==> src/rtl/i2s_capture_seq.sv <==
// rtl/i2s_capture_seq.sv - Per-frame stereo sample sequencer into the DPRAM capture ring
//
// Once per I2S frame it snapshots every left/right word of N_PAIRS I2S_RX units and
// writes them to the capture DPRAM back-to-back, one word per ck, at waddr = {chan, idx}.
// Each channel owns a ring of 2**IDX_W entries.
//
// Ports:
//   ck          in   system clock, also the DPRAM write clock
//   rst_n       in   async active-low reset
//   enable      in   capture enable, sampled only at frame detect
//   frame_posn  in   bit position within the I2S frame (from I2S_CLOCK)
//   samples     in   {right,left} per pair; pair p at [32p+31:32p]
//   we          out  DPRAM write enable (also wclke)
//   waddr       out  {chan, idx} write address
//   wdata       out  sample word being written
//   idx         out  ring slot of the most recently completed frame
//   block_done  out  1-ck pulse after the last write of ring slot 2**IDX_W-1
//   overrun     out  sticky: frame detect seen while a burst was in progress
//   clr_overrun in   clears overrun (a simultaneous set wins)
//
// Build option: CAPT_HALF_IRQ_EN also pulses block_done after slot 2**(IDX_W-1)-1,
// giving a ping-pong half-buffer notification.

module i2s_capture_seq #(
    parameter int N_PAIRS   = 2,
    parameter int CHAN_W    = 4,
    parameter int IDX_W     = 4,
    parameter int LATCH_POS = 32
) (
    input  logic                      ck,
    input  logic                      rst_n,
    input  logic                      enable,
    input  logic [5:0]                frame_posn,
    input  logic [32*N_PAIRS-1:0]     samples,
    output logic                      we,
    output logic [CHAN_W+IDX_W-1:0]   waddr,
    output logic [15:0]               wdata,
    output logic [IDX_W-1:0]          idx,
    output logic                      block_done,
    output logic                      overrun,
    input  logic                      clr_overrun
);

    localparam int               NCH      = 2 * N_PAIRS;
    localparam logic [CHAN_W:0]  CHAN_END = (CHAN_W + 1)'(NCH);
    localparam logic [CHAN_W:0]  CHAN_ONE = (CHAN_W + 1)'(1);
    localparam logic [5:0]       POS      = 6'(LATCH_POS);
    localparam logic [IDX_W-1:0] IDX_LAST = '1;

    typedef enum logic [1:0] {
        S_IDLE,
        S_LATCH,
        S_WRITE
    } state_t;

    state_t                  state;
    logic [5:0]              frame_posn_q;
    logic [32*N_PAIRS-1:0]   shadow;
    logic [CHAN_W:0]         chan;
    logic [IDX_W-1:0]        widx;
    logic                    det;
    logic                    bd_hit;

    // Rising edge into LATCH_POS: one detect per frame however long the value is held.
    assign det = (frame_posn == POS) && (frame_posn_q != POS);

`ifdef CAPT_HALF_IRQ_EN
    localparam logic [IDX_W-1:0] IDX_HALF_LAST = {1'b0, {(IDX_W - 1){1'b1}}};
    assign bd_hit = (widx == IDX_LAST) || (widx == IDX_HALF_LAST);
`else
    assign bd_hit = (widx == IDX_LAST);
`endif

    // The packed samples vector already orders its 16-bit words as
    // left0, right0, left1, right1, ... which is exactly channel order, so the
    // shadow is simply shifted down one word per write.
    always_ff @(posedge ck or negedge rst_n) begin
        if (!rst_n) begin
            state        <= S_IDLE;
            frame_posn_q <= '0;
            shadow       <= '0;
            chan         <= '0;
            widx         <= '0;
            we           <= 1'b0;
            waddr        <= '0;
            wdata        <= '0;
            idx          <= '0;
            block_done   <= 1'b0;
            overrun      <= 1'b0;
        end else begin
            frame_posn_q <= frame_posn;
            block_done   <= 1'b0;

            if (det && (state != S_IDLE)) begin
                overrun <= 1'b1;
            end else if (clr_overrun) begin
                overrun <= 1'b0;
            end

            case (state)
                S_IDLE: begin
                    we <= 1'b0;
                    if (det && enable) begin
                        shadow <= samples;
                        state  <= S_LATCH;
                    end
                end
                S_LATCH: begin
                    we     <= 1'b1;
                    waddr  <= {CHAN_W'(0), widx};
                    wdata  <= shadow[15:0];
                    shadow <= shadow >> 16;
                    chan   <= CHAN_ONE;
                    state  <= S_WRITE;
                end
                S_WRITE: begin
                    if (chan == CHAN_END) begin
                        we         <= 1'b0;
                        state      <= S_IDLE;
                        idx        <= widx;
                        widx       <= widx + 1'b1;
                        block_done <= bd_hit;
                    end else begin
                        we     <= 1'b1;
                        waddr  <= {chan[CHAN_W-1:0], widx};
                        wdata  <= shadow[15:0];
                        shadow <= shadow >> 16;
                        chan   <= chan + CHAN_ONE;
                    end
                end
                default: begin
                    we    <= 1'b0;
                    state <= S_IDLE;
                end
            endcase
        end
    end

endmodule

==> config.mk <==
export PLATFORM = sky130hd
export DESIGN_NAME = i2s_capture_seq
export DESIGN_NICKNAME = d
export VERILOG_FILES = /design/src/rtl/i2s_capture_seq.sv
export SDC_FILE = /design/constraint.sdc
export NUM_CORES = 1
export LEC_CHECK = 0
export ABC_AREA = 1
export BUFFER_PORTS_ARGS = -buffer_cell sky130_fd_sc_hd__clkbuf_2
export CORE_MARGIN = 1
export CORE_UTILIZATION = 55
export DETAILED_ROUTE_END_ITERATION = 10
export GPL_TIMING_DRIVEN = 0
export PLACE_DENSITY = 0.8
export SKIP_LAST_GASP = 1
export SYNTH_ARGS = -nofsm -noshare
export SYNTH_HDL_FRONTEND = slang
export SYNTH_SLANG_ARGS = --single-unit
==> constraint.sdc <==
create_clock -name ck -period 2 [get_ports ck]
set_input_delay 0.4 -clock ck [delete_from_list [all_inputs] [get_ports ck]]
set_output_delay 0.4 -clock ck [all_outputs]
set_load 0.005 [all_outputs]
==> impl_metrics.tcl, run 1 <==
set metrics [dict create \
    power_leakage_nw 3.39 \
    hold-worst-slack_ps 113 \
    htreeDepth 3 \
    io_pins 105 \
    path_clk_slew_ps 110 \
    synth-seq-cells 112 \
    required_ps 2270 \
    nets 775 \
    slew_viol_final 0 \
    fin_setup_tns_ps 0 \
    ys_warn_count 0 \
    cts_sinks 112 \
    crit_type "flip-flop to flip-flop" \
    n_antenna_cell 0 \
    globalplace.congestion 0.835 \
    syn_area_um2 5270 \
    track_usage_pct 23.8 \
    port_buffers 104 \
    wire_per_inst_um 13.2 \
    drv_cap 0 \
    dr.pass1.iters 4 \
    cts_tree "yes" \
    area_growth_pct 17.1 \
    finalCriticalPeriod_ps 1840 \
    max_slew_margin_pct 42.9 \
    syn-num-nets 659 \
    hold_path.class "primary input to async pin" \
    fin_util_pct 66.7 \
    clock_skew_ps 14.0 \
    grt_pass1_wl_mm 18.3 \
    routed_wirelength_mm 10.9 \
    stdcell_area_um2 6170 \
    yosysTopAreaCell "dfrtp_1" \
    vias 4054 \
    grt.overflow.total 0 \
    cp-end-kind "flip-flop" \
    synth_top_area_share_pct 53.2 \
    critPathLaunchType "flip-flop" \
    die_x_um 99.9 \
    drc 0 \
    hold_viol 0 \
    fp.dieH_um 99.9 \
    fmax_ghz 0.543 \
    core_area_um2 9240 \
    antenna_found_initial 0 \
    clockRootBuffer "clkbuf_8" \
    power_density_nw_per_um2 1570 \
    rows 35 \
    crit_fanout 10 \
    seq_area_frac_synth_pct 53.2 \
    cts_buffers 9 \
    status "complete, no violations" \
    rsz0062_at_grt "false" \
    placed_area_um2 5960 \
    viasPerCell 4.91 \
    drt_iter0_markers 172 \
    synth_area_per_cell_um2 9.13 \
    peakVddDrop_mv 0.680 \
    final-setup-viol-count 0 \
    ant_nets 0 \
    cp.arrival_ps 2110 \
    grt_max_degree 113 \
    final_layout_size_suffix_gt1_share_pct 29.8 \
    ctsHoldBuffers 0 \
    start_util_pct 57.0 \
    fin_crit_sh_pct 92.1 \
    ys_types 22 \
    clock_path_buffers 2 \
    post-dp-hpwl_mm 8.10 \
    synth.area.top_cells "dfrtp_1, nand2_1, mux2_2" \
    tightestPinTransition_ps 857 \
    dieArea_um2 9970 \
    grt_pass1_vias 3944 \
    clk_latency_ps 380 \
    synth_cells 577 \
]
cell usage in the layout (no fill, tap or decap), types with 2 or more instances in the layout:
master and instances:
dfrtp_1 112, clkinv_4 3, nor2_1 23, inv_2 3
mux2_2 48, xor2_1 4, o21ai_0 17, nand2_2 3
clkbuf_1 3, buf_2 12, nand3_1 75, buf_4 14
buf_6 7, nand2_1 207, o21a_1 2, inv_1 33
ha_1 8, nand4_1 2, clkbuf_8 10, clkbuf_2 103
layer usage:
| metal | track usage [%] | vias up | share of wire, % | routed length [um] |
|---|---|---|---|---|
| met5 | 0 | - | 0 | 0 |
| met4 | 7.13 | 0 | 1.3 | 140 |
| met3 | 3.69 | 10 | 3.9 | 426 |
| met2 | 39.3 | 106 | 47 | 5100 |
| met1 | 32.5 | 1872 | 48 | 5250 |
| li1 | - | 2066 | - | - |
per-stage QoR:
stage / setup slack, ps / std cells / power, W
2_1_floorplan: 328 / 577 / 0.00717
3_3_place_gp: -904 / 810 / 0.00819
3_5_place_dp: 33.9 / 810 / 0.00837
4_1_cts: 14.4 / 825 / 0.00974
5_1_grt: 16.2 / 826 / 0.0105
6_report: 159 / 826 / 0.00971
final timing paths:
path	startpoint	endpoint	slack, ps	depth (start not counted)
setup / recovery	state[1]	shadow[56]	160	9
hold / removal	rst_n	block_done	110	1
setup reg to reg	state[1]	shadow[56]	160	9
hold reg to reg	shadow[46]	shadow[46]	480	2
max in group asynchronous	rst_n	shadow[33]	1290	1
min in group ck	frame_posn[4]	frame_posn_q[4]	140	1
cell type report:
type,instances,area (um2)
well taps,129,161
repair buffers,105,537
fillers,760,3070
plain buffers,35,251
multi-input cells,394,2080
clock inverters,5,67.6
flip-flops and latches,112,2800
inverters,36,135
clock buffers,10,128
power breakdown:
| part | leakage, nW | switching, W | internal [W] |
|---|---|---|---|
| combinational | 1.86 | 0.00265 | 0.00216 |
| sequential | 1.43 | 0.000443 | 0.00311 |
| clock | 0.0984 | 0.000754 | 0.000589 |
| total | 3.39 | 0.00385 | 0.00586 |
worst max-delay path, cell delays in order (launching register included):
cell and delay (ps):
dfrtp_1 410, inv_1 100, ha_1 270, buf_2 150
buf_4 210, buf_4 200, clkbuf_4 220, nor2_1 60
nand3_1 70, nand2_1 60
cell usage after synthesis:
cell and instances:
nor3_2 1, inv_2 3, nand2_1 207, nor2_1 23, nand3_1 75, o21a_1 2
xor2_1 4, ha_1 8, nand2_4 1, nand2_2 3, nand4_1 2, o21ai_1 1
o22ai_1 1, buf_4 12, inv_1 33, clkbuf_1 2, mux2_2 48, o21ai_0 17
nor3_1 1, dfrtp_1 112, buf_6 7, buf_2 14
sequential cells by signal (all words and copies together) (netlist names):
signal,cells
shadow,64
widx,4
block_done,1
state,2
we,1
overrun,1
chan,5
waddr,8
frame_posn_q,6
idx,4
wdata,16
what timing repair did:
action	CTS	global route
endpoints found under the hold margin	0	0
resized for setup	0	3
setup buffers	0	1
setup endpoints to repair	0	19
kinds of logic (layout without fill, tap and decap cells):
logic type	after synthesis	after routing	share of synthesized area (%)
AOI/OAI and AO/OA	21	21	2.11
adders and majority gates	8	8	1.90
muxes	48	48	10.3
and+or+nand+nor	313	313	24.6
buffers and inverters	71	191	7.24
DFF	112	112	53.2
xor gates and xnor gates	4	4	0.665
No activity file was read; power rests on OpenSTA's default activity.
==> run 2, diff against run 1 <==
--- a/config.mk
+++ b/config.mk
@@ -8,10 +8,11 @@
 export ABC_AREA = 1
 export BUFFER_PORTS_ARGS = -buffer_cell sky130_fd_sc_hd__clkbuf_2
 export CORE_MARGIN = 1
-export CORE_UTILIZATION = 55
+export CORE_UTILIZATION = 50
+export CTS_CLUSTER_DIAMETER = 150
 export DETAILED_ROUTE_END_ITERATION = 10
 export GPL_TIMING_DRIVEN = 0
-export PLACE_DENSITY = 0.8
+export PLACE_DENSITY = 0.74
 export SKIP_LAST_GASP = 1
 export SYNTH_ARGS = -nofsm -noshare
 export SYNTH_HDL_FRONTEND = slang
==> impl_metrics.tcl, run 2 (synthesis results as in run 1) <==
set metrics [dict create \
    crit_end "shadow[10]" \
    cts_buffers 9 \
    track_usage_pct 21.7 \
    fmax_ghz 0.546 \
    ant_nets 0 \
    rr_startpoint "state[0]" \
    grt_pass1_wl_mm 18.8 \
    cp.arrival_ps 2100 \
    highest_layer "met4" \
    startpoint "state[0]" \
    globalplace.congestion 0.820 \
    setup_ws_ps 169 \
    post-dp-hpwl_mm 8.16 \
    cpPeakStageDelay_ps 430 \
    ctsHoldBuffers 0 \
    core_area_um2 10300 \
    power_leakage_nw 3.37 \
    top_regs "shadow x64, wdata x16, waddr x8" \
    drt_iter0_markers 228 \
    status "complete, no violations" \
    dr.pass1.iters 4 \
    tightestPinTransition_ps 866 \
    critPathLaunchType "flip-flop" \
    fin_setup_tns_ps 0 \
    max_slew_margin_pct 42.2 \
    clock_path_buffers 2 \
    drc 0 \
    hold_path.class "primary input to async pin" \
    crit_chain "inv_1 -> ha_1 -> buf_2 -> buf_2 -> mux2_2 -> nand3_1 -> nand2_1" \
    viasPerCell 4.87 \
    route.met2.wl_mm 4.97 \
    reg2reg_depth 7 \
    r2r-end "shadow[10]" \
    cp-end-kind "flip-flop" \
    area_growth_pct 16.5 \
    p_total_w 0.00955 \
    die_x_um 105 \
    peakVddDrop_mv 0.685 \
    grt.overflow.total 0 \
    clk_latency_ps 370 \
    clock_skew_ps 9.56 \
    path_clk_slew_ps 100 \
    grt_pass1_vias 4066 \
    port_buffers 104 \
    crit_type "flip-flop to flip-flop" \
    clockRootBuffer "clkbuf_8" \
    crit_fanout 10 \
    grt_max_degree 113 \
    vias 4052 \
    required_ps 2270 \
    drv_cap 0 \
    final_common_cell "nand2_1" \
    slew_viol_final 0 \
    htreeDepth 3 \
    cts_tree "yes" \
    wire_per_inst_um 13.1 \
    hold_viol 0 \
    final_layout_size_suffix_gt1_share_pct 29.7 \
    critPathMostFrequentCell "buf_2" \
    fin_crit_sh_pct 91.5 \
    top_register "shadow" \
    n_antenna_cell 0 \
    routed_wirelength_mm 10.9 \
    final-setup-viol-count 0 \
    wl_met1_mm 5.29 \
    cts_sinks 112 \
    fp.dieH_um 105 \
    nets 773 \
    pre_cts_slack_ps 13.6 \
    route.met3.wl_um 475 \
    hold-worst-slack_ps 125 \
    rsz0062_at_grt "false" \
    largest_reg_flops 64 \
    dieArea_um2 10900 \
    power_density_nw_per_um2 1560 \
    rows 37 \
    crit_slowest_cell "dfrtp_1" \
    r2r_slack_ps 170 \
    antenna_found_initial 0 \
    start_util_pct 51.3 \
    mostFrequentLayoutCells "nand2_1, dfrtp_1, clkbuf_2" \
    io_pins 105 \
    finalCriticalPeriod_ps 1830 \
]
==> run 2: repair_timing <==
item,in CTS,in global routing
setup buffers,0,0
setup endpoints to repair,1,8
pin swaps,0,0
gates cloned,0,0
gates resized for setup,1,0
==> run 2: layout make-up <==
cell class,count,area [um2]
Tap cell,136,170
Timing Repair Buffer,104,529
Inverter,36,135
Clock buffer,10,128
Sequential cell,112,2800
Clock inverter,6,45.0
Multi-Input combinational cell,394,2080
Fill cell,979,4140
Buffer,34,244
==> run 2: per-stage QoR <==
stage | util (%) | instance area (um2) | cells
6_report | 59.7 | 6140 | 832
5_1_grt | 59.7 | 6140 | 832
4_1_cts | 59.8 | 6140 | 833
3_5_place_dp | 58.1 | 5970 | 817
3_3_place_gp | 58.0 | 5960 | 817
2_1_floorplan | - | 5270 | 577
==> run 2: critical path, delay by kind of cell, from the launching register on <==
kind          cells  cell delay (ps)
mux               1              370
buf+inv           3              510
simple gates      2              150
fa+ha+maj         1              270
flops             1              430
==> run 2: how the worst min path moves through the flow <==
stage	slack (ps)	endpoint	startpoint
2_1_floorplan	100	block_done	rst_n
3_3_place_gp	450	shadow[52]	shadow[52]
3_5_place_dp	450	shadow[43]	shadow[43]
4_1_cts	140	frame_posn_q[2]	frame_posn[2]
5_1_grt	140	frame_posn_q[4]	frame_posn[4]
6_report	130	widx[3]	rst_n
==> run 2: per-layer routing <==
metal  track usage [%]  up-vias
met2              34.5       93
met4              8.85        0
met5                 0        -
li1                  -     2061
met1              30.1     1884
met3              2.81       14
==> run 2: power breakdown <==
group / leakage (nW) / internal (W) / switching (W)
registers: 1.43 / 0.00311 / 0.000452
clock network: 0.0842 / 0.000461 / 0.000767
logic: 1.85 / 0.00212 / 0.00263
total: 3.37 / 0.00570 / 0.00385
==> run 3, diff against run 2 <==
--- a/config.mk
+++ b/config.mk
@@ -6,7 +6,7 @@
 export NUM_CORES = 1
 export LEC_CHECK = 0
 export ABC_AREA = 1
-export BUFFER_PORTS_ARGS = -buffer_cell sky130_fd_sc_hd__clkbuf_2
+export BUFFER_PORTS_ARGS = -buffer_cell sky130_fd_sc_hd__buf_2
 export CORE_MARGIN = 1
 export CORE_UTILIZATION = 50
 export CTS_CLUSTER_DIAMETER = 150
==> impl_metrics.tcl, run 3 (synthesis results as in run 1) <==
set metrics [dict create \
    post-dp-hpwl_mm 8.24 \
    grt_pass1_wl_mm 18.8 \
    die_x_um 105 \
    fillers 919 \
    area_growth_pct 18.7 \
    cts_setup_buffers 0 \
    rr_startpoint "state[0]" \
    stdcell_area_um2 6250 \
    fp.dieH_um 105 \
    ant_nets 0 \
    final_common_cell "nand2_1" \
    drt_iter0_markers 206 \
    mostFrequentLayoutCells "nand2_1, buf_2, dfrtp_1" \
    io_pins 105 \
    final-setup-viol-count 0 \
    peakVddDrop_mv 0.889 \
    n_antenna_cell 0 \
    top_register "shadow" \
    rows 37 \
    globalplace.congestion 0.822 \
    power_density_nw_per_um2 1610 \
    top_regs "shadow x64, wdata x16, waddr x8" \
    required_ps 2270 \
    hold_path.class "primary input to async pin" \
    nets 774 \
    r2r_slack_ps 150 \
    p_int_w 0.00621 \
    multiInputGateArea_um2 2080 \
    rsz0062_at_grt "false" \
    status "complete, no violations" \
    clock_skew_ps 6.81 \
    grt_max_degree 60 \
    dieArea_um2 10900 \
    dr.pass1.iters 4 \
    largest_reg_flops 64 \
    instances_no_fill 833 \
    clockRootBuffer "clkbuf_8" \
    power_leakage_nw 3.42 \
    seq_power_share_pct 35.3 \
    ctsHoldBuffers 0 \
    clk_latency_ps 370 \
    seq_area_um2 2800 \
    fin_setup_tns_ps 0 \
    netSwitchingFraction_pct 38.3 \
    drc 0 \
    switching_power_w 0.00385 \
    finalCriticalPeriod_ps 1850 \
    port_buffers 104 \
    start_util_pct 51.3 \
    cts_buffers 9 \
    placed_area_um2 5990 \
    cts_tree "yes" \
    cts_sinks 112 \
    cp-end-kind "flip-flop" \
    htreeDepth 3 \
    clock_path_buffers 2 \
    track_usage_pct 21.8 \
    final_layout_size_suffix_gt1_share_pct 29.8 \
    crit_type "flip-flop to flip-flop" \
    fin_crit_sh_pct 92.4 \
    slew_viol_final 0 \
    r2r-end "shadow[40]" \
    viasPerCell 4.91 \
    hold-worst-slack_ps 54.5 \
    dp_cells 818 \
    hold_viol 0 \
    drv_cap 0 \
    critPathLaunchType "flip-flop" \
    combPwrFrac_pct 47.5 \
    grt_pass1_vias 3994 \
    cp.arrival_ps 2120 \
    antenna_found_initial 0 \
    core_area_um2 10300 \
    fin_util_pct 60.8 \
    tightestPinTransition_ps 666 \
    path_clk_slew_ps 100 \
    grt.overflow.total 0 \
    crit_fanout 10 \
    reg2reg_depth 7 \
    max_slew_margin_pct 55.6 \
    pwr-share-clk_pct 17.1 \
    vias 4087 \
    fmax_ghz 0.541 \
    routed_wirelength_mm 11.0 \
    wire_per_inst_um 13.2 \
]
## run 3: through the flow
| stage | worst slack [ps] | total power, W |
|---|---|---|
| global route | 19.8 | 0.0109 |
| finish | 153 | 0.0101 |
| CTS | 78.8 | 0.0102 |
| detailed placement | 17.4 | 0.00839 |
| floorplan | 328 | 0.00717 |
| global placement | -685 | 0.00821 |
## run 3: worst max-delay path: stages, from the launching register on
cell     delay [ps]
dfrtp_1         440
inv_1           100
ha_1            280
buf_2           140
buf_2           260
mux2_2          370
nand3_1         100
nand2_1          60
## run 3: per-layer routing
layer,wire length (um),up-vias,track usage (%)
li1,-,2066,-
met1,5120,1899,29.5
met2,5220,107,36.1
met3,477,15,3.06
met4,180,0,7.75
met5,0,-,0
## run 3: worst max-delay path by stage
stage / start / to / slack, ps / cells after the start
3_3_place_gp: rst_n / shadow[54] / -690 / 1
4_1_cts: state[0] / shadow[60] / 80 / 9
5_1_grt: state[0] / waddr[7] / 20 / 7
3_5_place_dp: state[0] / shadow[60] / 20 / 9
2_1_floorplan: state[0] / shadow[56] / 330 / 9
6_report: state[0] / shadow[40] / 150 / 7
## run 3: layout make-up
type	instances	share of cell area, %
Multi-Input combinational cell	394	33.3
Clock inverter	6	2.22
Clock buffer	10	2.04
Inverter	36	2.16
Timing Repair Buffer	105	8.81
Tap cell	136	2.72
Sequential cell	112	44.8
Buffer	34	3.90
## run 3: power by group through the flow
stage,registers [W],clock network (W),logic [W]
detailed placement,0.00359,0,0.00480
finish,0.00356,0.00172,0.00478
global route,0.00365,0.00184,0.00546
CTS,0.00355,0.00175,0.00486
floorplan,0.00349,0,0.00369
global placement,0.00355,0,0.00466
## run 3: repair_timing
| item | 4_1_cts | 5_1_grt |
|---|---|---|
| gates resized for setup | 1 | 0 |
| pin swaps | 0 | 0 |
| setup endpoints to repair | 1 | 8 |
| gates cloned | 0 | 0 |
| hold endpoints to repair | 0 | 0 |
